`src/rtl/vx_ipdom_ctrl_pkg.sv`:
```
// Shared encodings for the IPDOM reconvergence controller: request opcodes and FSM states.
package vx_ipdom_ctrl_pkg;

   localparam logic IPDOM_OP_SPLIT = 1'b0;
   localparam logic IPDOM_OP_JOIN  = 1'b1;

   typedef enum logic {
      IPDOM_IDLE = 1'b0,
      IPDOM_RESP = 1'b1
   } ipdom_state_e;

endpackage

```
`src/rtl/vx_ipdom_ctrl_if.sv`:
```
// Request/response handshake bundle between the warp scheduler and the IPDOM controller.
interface vx_ipdom_ctrl_if #(
   parameter int NUM_THREADS = 4,
   parameter int PC_WIDTH    = 32
);
   logic                   req_valid;
   logic                   req_ready;
   logic                   req_op;
   logic [NUM_THREADS-1:0] req_tmask;
   logic [NUM_THREADS-1:0] req_pred;
   logic [PC_WIDTH-1:0]    req_pc;

   logic                   rsp_valid;
   logic                   rsp_ready;
   logic [NUM_THREADS-1:0] rsp_tmask;
   logic [PC_WIDTH-1:0]    rsp_pc;
   logic                   rsp_redirect;
   logic                   rsp_diverged;

   modport master (
      output req_valid, req_op, req_tmask, req_pred, req_pc, rsp_ready,
      input  req_ready, rsp_valid, rsp_tmask, rsp_pc, rsp_redirect, rsp_diverged
   );

   modport slave (
      input  req_valid, req_op, req_tmask, req_pred, req_pc, rsp_ready,
      output req_ready, rsp_valid, rsp_tmask, rsp_pc, rsp_redirect, rsp_diverged
   );

endinterface

```
`src/rtl/vx_ipdom_ctrl.sv`:
```
// IPDOM split/join controller driving an external reconvergence stack.
// Define VX_IPDOM_PERF_EN to add the perf_splits/perf_divergences/perf_joins counters.
module vx_ipdom_ctrl
   import vx_ipdom_ctrl_pkg::*;
#(
   parameter int NUM_THREADS = 4,
   parameter int PC_WIDTH    = 32
) (
   input  logic                            clk,
   input  logic                            reset,
   vx_ipdom_ctrl_if.slave                  bus,
   output logic                            stk_push,
   output logic                            stk_pop,
   output logic                            stk_pair,
   output logic [NUM_THREADS+PC_WIDTH-1:0] stk_q1,
   output logic [NUM_THREADS+PC_WIDTH-1:0] stk_q2,
   input  logic [NUM_THREADS+PC_WIDTH-1:0] stk_d,
   input  logic                            stk_index,
   input  logic                            stk_empty,
   input  logic                            stk_full,
   output logic                            err_overflow,
   output logic                            err_underflow
`ifdef VX_IPDOM_PERF_EN
   ,
   output logic [31:0]                     perf_splits,
   output logic [31:0]                     perf_divergences,
   output logic [31:0]                     perf_joins
`endif
);

   ipdom_state_e           state_q, state_d;
   logic                   accept, is_split, divergent;
   logic [NUM_THREADS-1:0] taken, ntaken;

   logic [NUM_THREADS-1:0] rsp_tmask_p0, rsp_tmask_p1;
   logic [PC_WIDTH-1:0]    rsp_pc_p0, rsp_pc_p1;
   logic                   rsp_redirect_p0, rsp_redirect_p1;
   logic                   rsp_diverged_p0, rsp_diverged_p1;

   assign taken     = bus.req_tmask & bus.req_pred;
   assign ntaken    = bus.req_tmask & ~bus.req_pred;
   assign divergent = (|taken) && (|ntaken);
   assign is_split  = (bus.req_op == IPDOM_OP_SPLIT);
   assign accept    = bus.req_valid && bus.req_ready;

   // Stack commands are combinational pulses in the accept cycle only.
   assign stk_push = accept && is_split && !stk_full;
   assign stk_pop  = accept && !is_split && !stk_empty;
   assign stk_pair = stk_push && divergent;
   assign stk_q1   = {bus.req_tmask, bus.req_pc};
   assign stk_q2   = {ntaken, bus.req_pc};

   always_comb begin
      state_d       = state_q;
      bus.req_ready = 1'b0;
      case (state_q)
         IPDOM_IDLE: begin
            bus.req_ready = !reset;
            if (bus.req_valid && !reset) state_d = IPDOM_RESP;
         end
         IPDOM_RESP: begin
            if (bus.rsp_ready) state_d = IPDOM_IDLE;
         end
         default: state_d = IPDOM_IDLE;
      endcase
   end

   always_ff @(posedge clk or posedge reset) begin
      if (reset) state_q <= IPDOM_IDLE;
      else       state_q <= state_d;
   end

   // p0: response fields resolved from request and stack read in the accept cycle
   always_comb begin
      rsp_tmask_p0    = '0;
      rsp_pc_p0       = '0;
      rsp_redirect_p0 = 1'b0;
      rsp_diverged_p0 = 1'b0;
      if (is_split) begin
         rsp_pc_p0 = bus.req_pc;
         if (stk_full) begin
            rsp_tmask_p0 = bus.req_tmask;
         end else if (divergent) begin
            rsp_tmask_p0    = taken;
            rsp_diverged_p0 = 1'b1;
         end else begin
            rsp_tmask_p0 = (|taken) ? taken : ntaken;
         end
      end else if (!stk_empty) begin
         {rsp_tmask_p0, rsp_pc_p0} = stk_d;
         rsp_redirect_p0           = !stk_index;
      end
   end

   // p1: held response, stable until the consumer takes it
   always_ff @(posedge clk or posedge reset) begin
      if (reset) begin
         rsp_tmask_p1    <= '0;
         rsp_pc_p1       <= '0;
         rsp_redirect_p1 <= 1'b0;
         rsp_diverged_p1 <= 1'b0;
         err_overflow    <= 1'b0;
         err_underflow   <= 1'b0;
      end else if (accept) begin
         rsp_tmask_p1    <= rsp_tmask_p0;
         rsp_pc_p1       <= rsp_pc_p0;
         rsp_redirect_p1 <= rsp_redirect_p0;
         rsp_diverged_p1 <= rsp_diverged_p0;
         if (is_split && stk_full)   err_overflow  <= 1'b1;
         if (!is_split && stk_empty) err_underflow <= 1'b1;
      end
   end

   assign bus.rsp_valid    = (state_q == IPDOM_RESP);
   assign bus.rsp_tmask    = rsp_tmask_p1;
   assign bus.rsp_pc       = rsp_pc_p1;
   assign bus.rsp_redirect = rsp_redirect_p1;
   assign bus.rsp_diverged = rsp_diverged_p1;

`ifdef VX_IPDOM_PERF_EN
   always_ff @(posedge clk or posedge reset) begin
      if (reset) begin
         perf_splits      <= '0;
         perf_divergences <= '0;
         perf_joins       <= '0;
      end else if (accept) begin
         if (is_split) perf_splits <= perf_splits + 32'd1;
         if (is_split && !stk_full && divergent) perf_divergences <= perf_divergences + 32'd1;
         if (!is_split) perf_joins <= perf_joins + 32'd1;
      end
   end
`endif

endmodule

```
`src/flat_wrapper.sv`:
```
// flat-port wrapper written by rule: the top's interface ports become plain ports
module vx_ipdom_ctrl_flat import vx_ipdom_ctrl_pkg::*;
#(
   parameter int NUM_THREADS = 4,
   parameter int PC_WIDTH    = 32
)
  (clk, reset, stk_push, stk_pop, stk_pair, stk_q1, stk_q2, stk_d, stk_index, stk_empty, stk_full, err_overflow, err_underflow, bus_req_valid, bus_req_op, bus_req_tmask, bus_req_pred, bus_req_pc, bus_rsp_ready, bus_req_ready, bus_rsp_valid, bus_rsp_tmask, bus_rsp_pc, bus_rsp_redirect, bus_rsp_diverged);
  vx_ipdom_ctrl_if #(.NUM_THREADS(NUM_THREADS), .PC_WIDTH(PC_WIDTH)) bus_i ();
  input  logic clk;
  input  logic reset;
  output logic stk_push;
  output logic stk_pop;
  output logic stk_pair;
  output logic [NUM_THREADS+PC_WIDTH-1:0] stk_q1;
  output logic [NUM_THREADS+PC_WIDTH-1:0] stk_q2;
  input  logic [NUM_THREADS+PC_WIDTH-1:0] stk_d;
  input  logic stk_index;
  input  logic stk_empty;
  input  logic stk_full;
  output logic err_overflow;
  output logic err_underflow;
  input wire logic [$bits(bus_i.req_valid)-1:0] bus_req_valid;
  input wire logic [$bits(bus_i.req_op)-1:0] bus_req_op;
  input wire logic [$bits(bus_i.req_tmask)-1:0] bus_req_tmask;
  input wire logic [$bits(bus_i.req_pred)-1:0] bus_req_pred;
  input wire logic [$bits(bus_i.req_pc)-1:0] bus_req_pc;
  input wire logic [$bits(bus_i.rsp_ready)-1:0] bus_rsp_ready;
  output wire logic [$bits(bus_i.req_ready)-1:0] bus_req_ready;
  output wire logic [$bits(bus_i.rsp_valid)-1:0] bus_rsp_valid;
  output wire logic [$bits(bus_i.rsp_tmask)-1:0] bus_rsp_tmask;
  output wire logic [$bits(bus_i.rsp_pc)-1:0] bus_rsp_pc;
  output wire logic [$bits(bus_i.rsp_redirect)-1:0] bus_rsp_redirect;
  output wire logic [$bits(bus_i.rsp_diverged)-1:0] bus_rsp_diverged;
  assign bus_i.req_valid = bus_req_valid;
  assign bus_i.req_op = bus_req_op;
  assign bus_i.req_tmask = bus_req_tmask;
  assign bus_i.req_pred = bus_req_pred;
  assign bus_i.req_pc = bus_req_pc;
  assign bus_i.rsp_ready = bus_rsp_ready;
  assign bus_req_ready = bus_i.req_ready;
  assign bus_rsp_valid = bus_i.rsp_valid;
  assign bus_rsp_tmask = bus_i.rsp_tmask;
  assign bus_rsp_pc = bus_i.rsp_pc;
  assign bus_rsp_redirect = bus_i.rsp_redirect;
  assign bus_rsp_diverged = bus_i.rsp_diverged;
  vx_ipdom_ctrl #(.NUM_THREADS(NUM_THREADS), .PC_WIDTH(PC_WIDTH)) u_core (.clk(clk), .reset(reset), .bus(bus_i), .stk_push(stk_push), .stk_pop(stk_pop), .stk_pair(stk_pair), .stk_q1(stk_q1), .stk_q2(stk_q2), .stk_d(stk_d), .stk_index(stk_index), .stk_empty(stk_empty), .stk_full(stk_full), .err_overflow(err_overflow), .err_underflow(err_underflow));
endmodule
```
`config.mk`:
```
export PLATFORM = sky130hd
export DESIGN_NAME = vx_ipdom_ctrl_flat
export DESIGN_NICKNAME = d
export VERILOG_FILES = /design/src/rtl/vx_ipdom_ctrl_pkg.sv /design/src/rtl/vx_ipdom_ctrl_if.sv /design/src/rtl/vx_ipdom_ctrl.sv /design/src/flat_wrapper.sv
export SDC_FILE = /design/constraint.sdc
export NUM_CORES = 1
export LEC_CHECK = 0
export ABC_CLOCK_PERIOD_IN_PS = 1450
export BUFFER_PORTS_ARGS = -buffer_cell sky130_fd_sc_hd__clkbuf_2
export CAP_MARGIN = 20
export CORE_MARGIN = 2
export CORE_UTILIZATION = 37
export DETAILED_ROUTE_END_ITERATION = 10
export HOLD_SLACK_MARGIN = 0.12
export PLACE_DENSITY = 0.78
export SETUP_SLACK_MARGIN = 0.3
export SLEW_MARGIN = 20
export SYNTH_ARGS = -nofsm -noshare
export SYNTH_HDL_FRONTEND = slang
export SYNTH_SLANG_ARGS = --single-unit
```
`constraint.sdc`:
```
create_clock -name clk -period 1.45 [get_ports clk]
set_input_delay 0.29 -clock clk [delete_from_list [all_inputs] [get_ports clk]]
set_output_delay 0.29 -clock clk [all_outputs]
set_load 0.03 [all_outputs]
```
==> out/results.ini <==
[placement]
gp_congestion = 0.784
portBuffers = 200
place_hpwl_um = 5580
dp.cells = 508

[setup_path]
cp-end-kind = primary output
critPathMaxFanout = 2
reg2regPathDepth = 8
worst_setup_path_start_kind = register
r2r_slack_ps = -140
crit_arrival_ps = 1610
r2r_start = u_core.bus.rsp_valid
r2r_end = u_core.bus.rsp_tmask[3]
critPathKind = reg -> out
worstPathRequired_ps = 1160

[sta]
finalCritPeriodShare_pct = 131
relSlewSlack_pct = 78.1
clock.fmax_mhz = 527
grt_setup_unrepaired = true
hold_viol_final = 0
tightest_slew_ps = 327
fin_skew_ps = 5.92
worst_slack_ps = -446
layout_min_cycle_time_ps = 1900
final_max_slew_viol_count = 0
finalSetupTns_ps = -4880
finalSetupViolCount = 42

[pwr]
combPwrFrac_pct = 51.4
power.share.sequential_pct = 30.2
internal_power_mw = 3.25
p_per_area_mw_per_mm2 = 1090
switchingPower_mw = 2.06
ir_worst_vdd_v = 0.000755
switching_share_pct = 38.8
leakage_nw = 2.40
pwr-share-clk_pct = 18.4

[min_path]
hp-class = in -> reg
hold_depth = 2
hold_end = u_core.bus.rsp_valid
min_from = bus_rsp_ready

[floorplan]
die-width_um = 88.5
std_cell_rows = 30
boundaryPins = 201
initial_core_util_pct = 38.6
die_h_um = 88.5
placeableCoreArea_mm2 = 0.00683
die_area_mm2 = 0.00782

[synthesis]
yosys.area_share.simple_pct = 14.8
syn_avg_cell_area_um2 = 9.88
syn-instance-count = 267
muxShareOfSynthArea_pct = 0
synth_top_family_by_area = buffers and inverters
syn_nets = 351
synth-seq-cells = 41
yosys.cell_types.count = 25
ys_warn_count = 0
syn-cell-area_mm2 = 0.00264
yosys-top-cells-area = dfrtp_1 39%, buf_4 20%, a221oi_2 16%
synth-compound-area-share_pct = 22.5
synth_top_area_share_pct = 38.9
yosysTopAreaCell = dfrtp_1
yosys.area_share.adder_pct = 0
seq_area_frac_synth_pct = 38.9
synth-xor-area-share_pct = 0

[global_routing]
grt_overflow = 0
grt_pass1_vias = 2468
grt_antenna_before_repair = 0
grt_first_pass_wirelength_um = 12100
grt_use_total_pct = 20.0
grt_max_degree = 42

[routing]
drcViolationCount = 0
avgRoutedWirePerCell_um = 17.9
dr.pass1.iters = 4
totalWireLength_um = 9980
drt_iter0_markers = 94
via_per_inst = 4.99
ant_nets = 0
vias = 2785

[run]
maxCapViolCount = 0

[finish]
drive_gt1_share_pct = 77.7
final_cells = 558
layout_commonest_cell = clkbuf_2
insertedDiodeCount = 0
utilization_pct = 71.6
final_cell_mix = 145 x clkbuf_2, 42 x buf_8, 41 x buf_4
layout.nets = 545
area_growth_pct = 85.4

[clock_network]
cts-buffers-inserted = 5
clock-sinks = 41
cts_tree = yes
clkLatencyLatePin_ps = 290
clk_path_buf_depth = 2
htreeDepth = 2
clk_pin_slew_ps = 80
cts-root-buf = clkbuf_8

[outcome]
violations = setup timing
outcome = finished, violations left

==> cell usage after synthesis (all sizes together) <==
library cell   n
a31o           1
a221oi        31
o211ai         4
inv            2
nor2b          5
nor3           2
o41ai          2
o21ai          3
nor4b          1
a2bb2oi        1
nand3          4
buf           83
clkinv         1
or3b           1
a22oi          2
a211oi         4
nor2          64
dfrtp         41
nor3b          1
nand2         12
a21o           2
==> logic make-up after synthesis <==
family                 count (synthesis)
AOI/OAI and AO/OA                     50
buffers and inverters                 86
DFF                                   41
and+or+nand+nor                       90
==> metal layers <==
metal | GRT usage [%] | share of wire, % | vias up
li1 | - | - | 1264
met1 | 22.9 | 37 | 1343
met2 | 37.2 | 55 | 168
met3 | 4.76 | 7.2 | 10
met4 | 5.10 | 1.1 | 0
met5 | 0 | 0 | -
==> worst max-delay path by stage <==
| stage | startpoint | to | slack [ps] |
|---|---|---|---|
| final | u_core.bus.rsp_valid | stk_pair | -450 |
| after global routing | u_core.bus.rsp_valid | stk_pair | -520 |
| after CTS | u_core.bus.rsp_valid | stk_pair | -460 |
| after detailed placement | bus_req_tmask[0] | stk_pair | -250 |
| after global placement | reset | stk_pop | -230 |
| after floorplan | u_core.bus.rsp_valid | stk_pop | -310 |
==> power groups by stage <==
stage	combinational, mW	sequential [mW]	clock [mW]
detailed placement	1.74	1.52	0
finish	2.73	1.60	0.976
global placement	1.71	1.51	0
floorplan	0.761	1.97	0
global route	2.87	1.63	1.03
CTS	2.18	1.52	0.986
==> metrics by stage <==
step	setup WS [ps]	hold slack (ps)	cell area (um^2)	total power, mW
floorplan	-310	275	2670	2.73
global placement	-226	450	3450	3.22
detailed placement	-252	463	3450	3.26
CTS	-460	169	4170	4.69
global route	-519	150	4890	5.53
finish	-446	150	4890	5.31
==> sequential cells by signal (all words and copies together), names as in the netlist <==
signal / flops
u_core.bus.rsp_valid: 1
u_core.bus.rsp_tmask: 4
u_core.bus.rsp_diverged: 1
u_core.err_overflow: 1
u_core.bus.rsp_redirect: 1
u_core.err_underflow: 1
u_core.bus.rsp_pc: 32
==> critical path, stage by stage (launching register included) <==
cell      delay (ps)
dfrtp_2          420
buf_6            120
nor4b_4          310
o41ai_4          150
nor2_2           140
clkbuf_8         160
==> cell type report <==
cell class | count | area, um^2
timing repair buffer | 270 | 2300
clock inverter | 1 | 30.0
multi-input combinational | 140 | 1310
inverter | 3 | 15.0
clock buffer | 7 | 86.3
fill | 470 | 1940
sequential | 41 | 1030
tap | 96 | 120
==> what timing repair did <==
item                                   4_1_cts  5_1_grt
buffers inserted                            10       22
hold buffers                                 0        0
endpoints found under the hold margin        0        0
pin swaps                                   16       39
gates resized for setup                    117      148
gates cloned                                 2        8
setup endpoints to repair                   87       90
No activity file was read; power rests on OpenSTA's default activity.
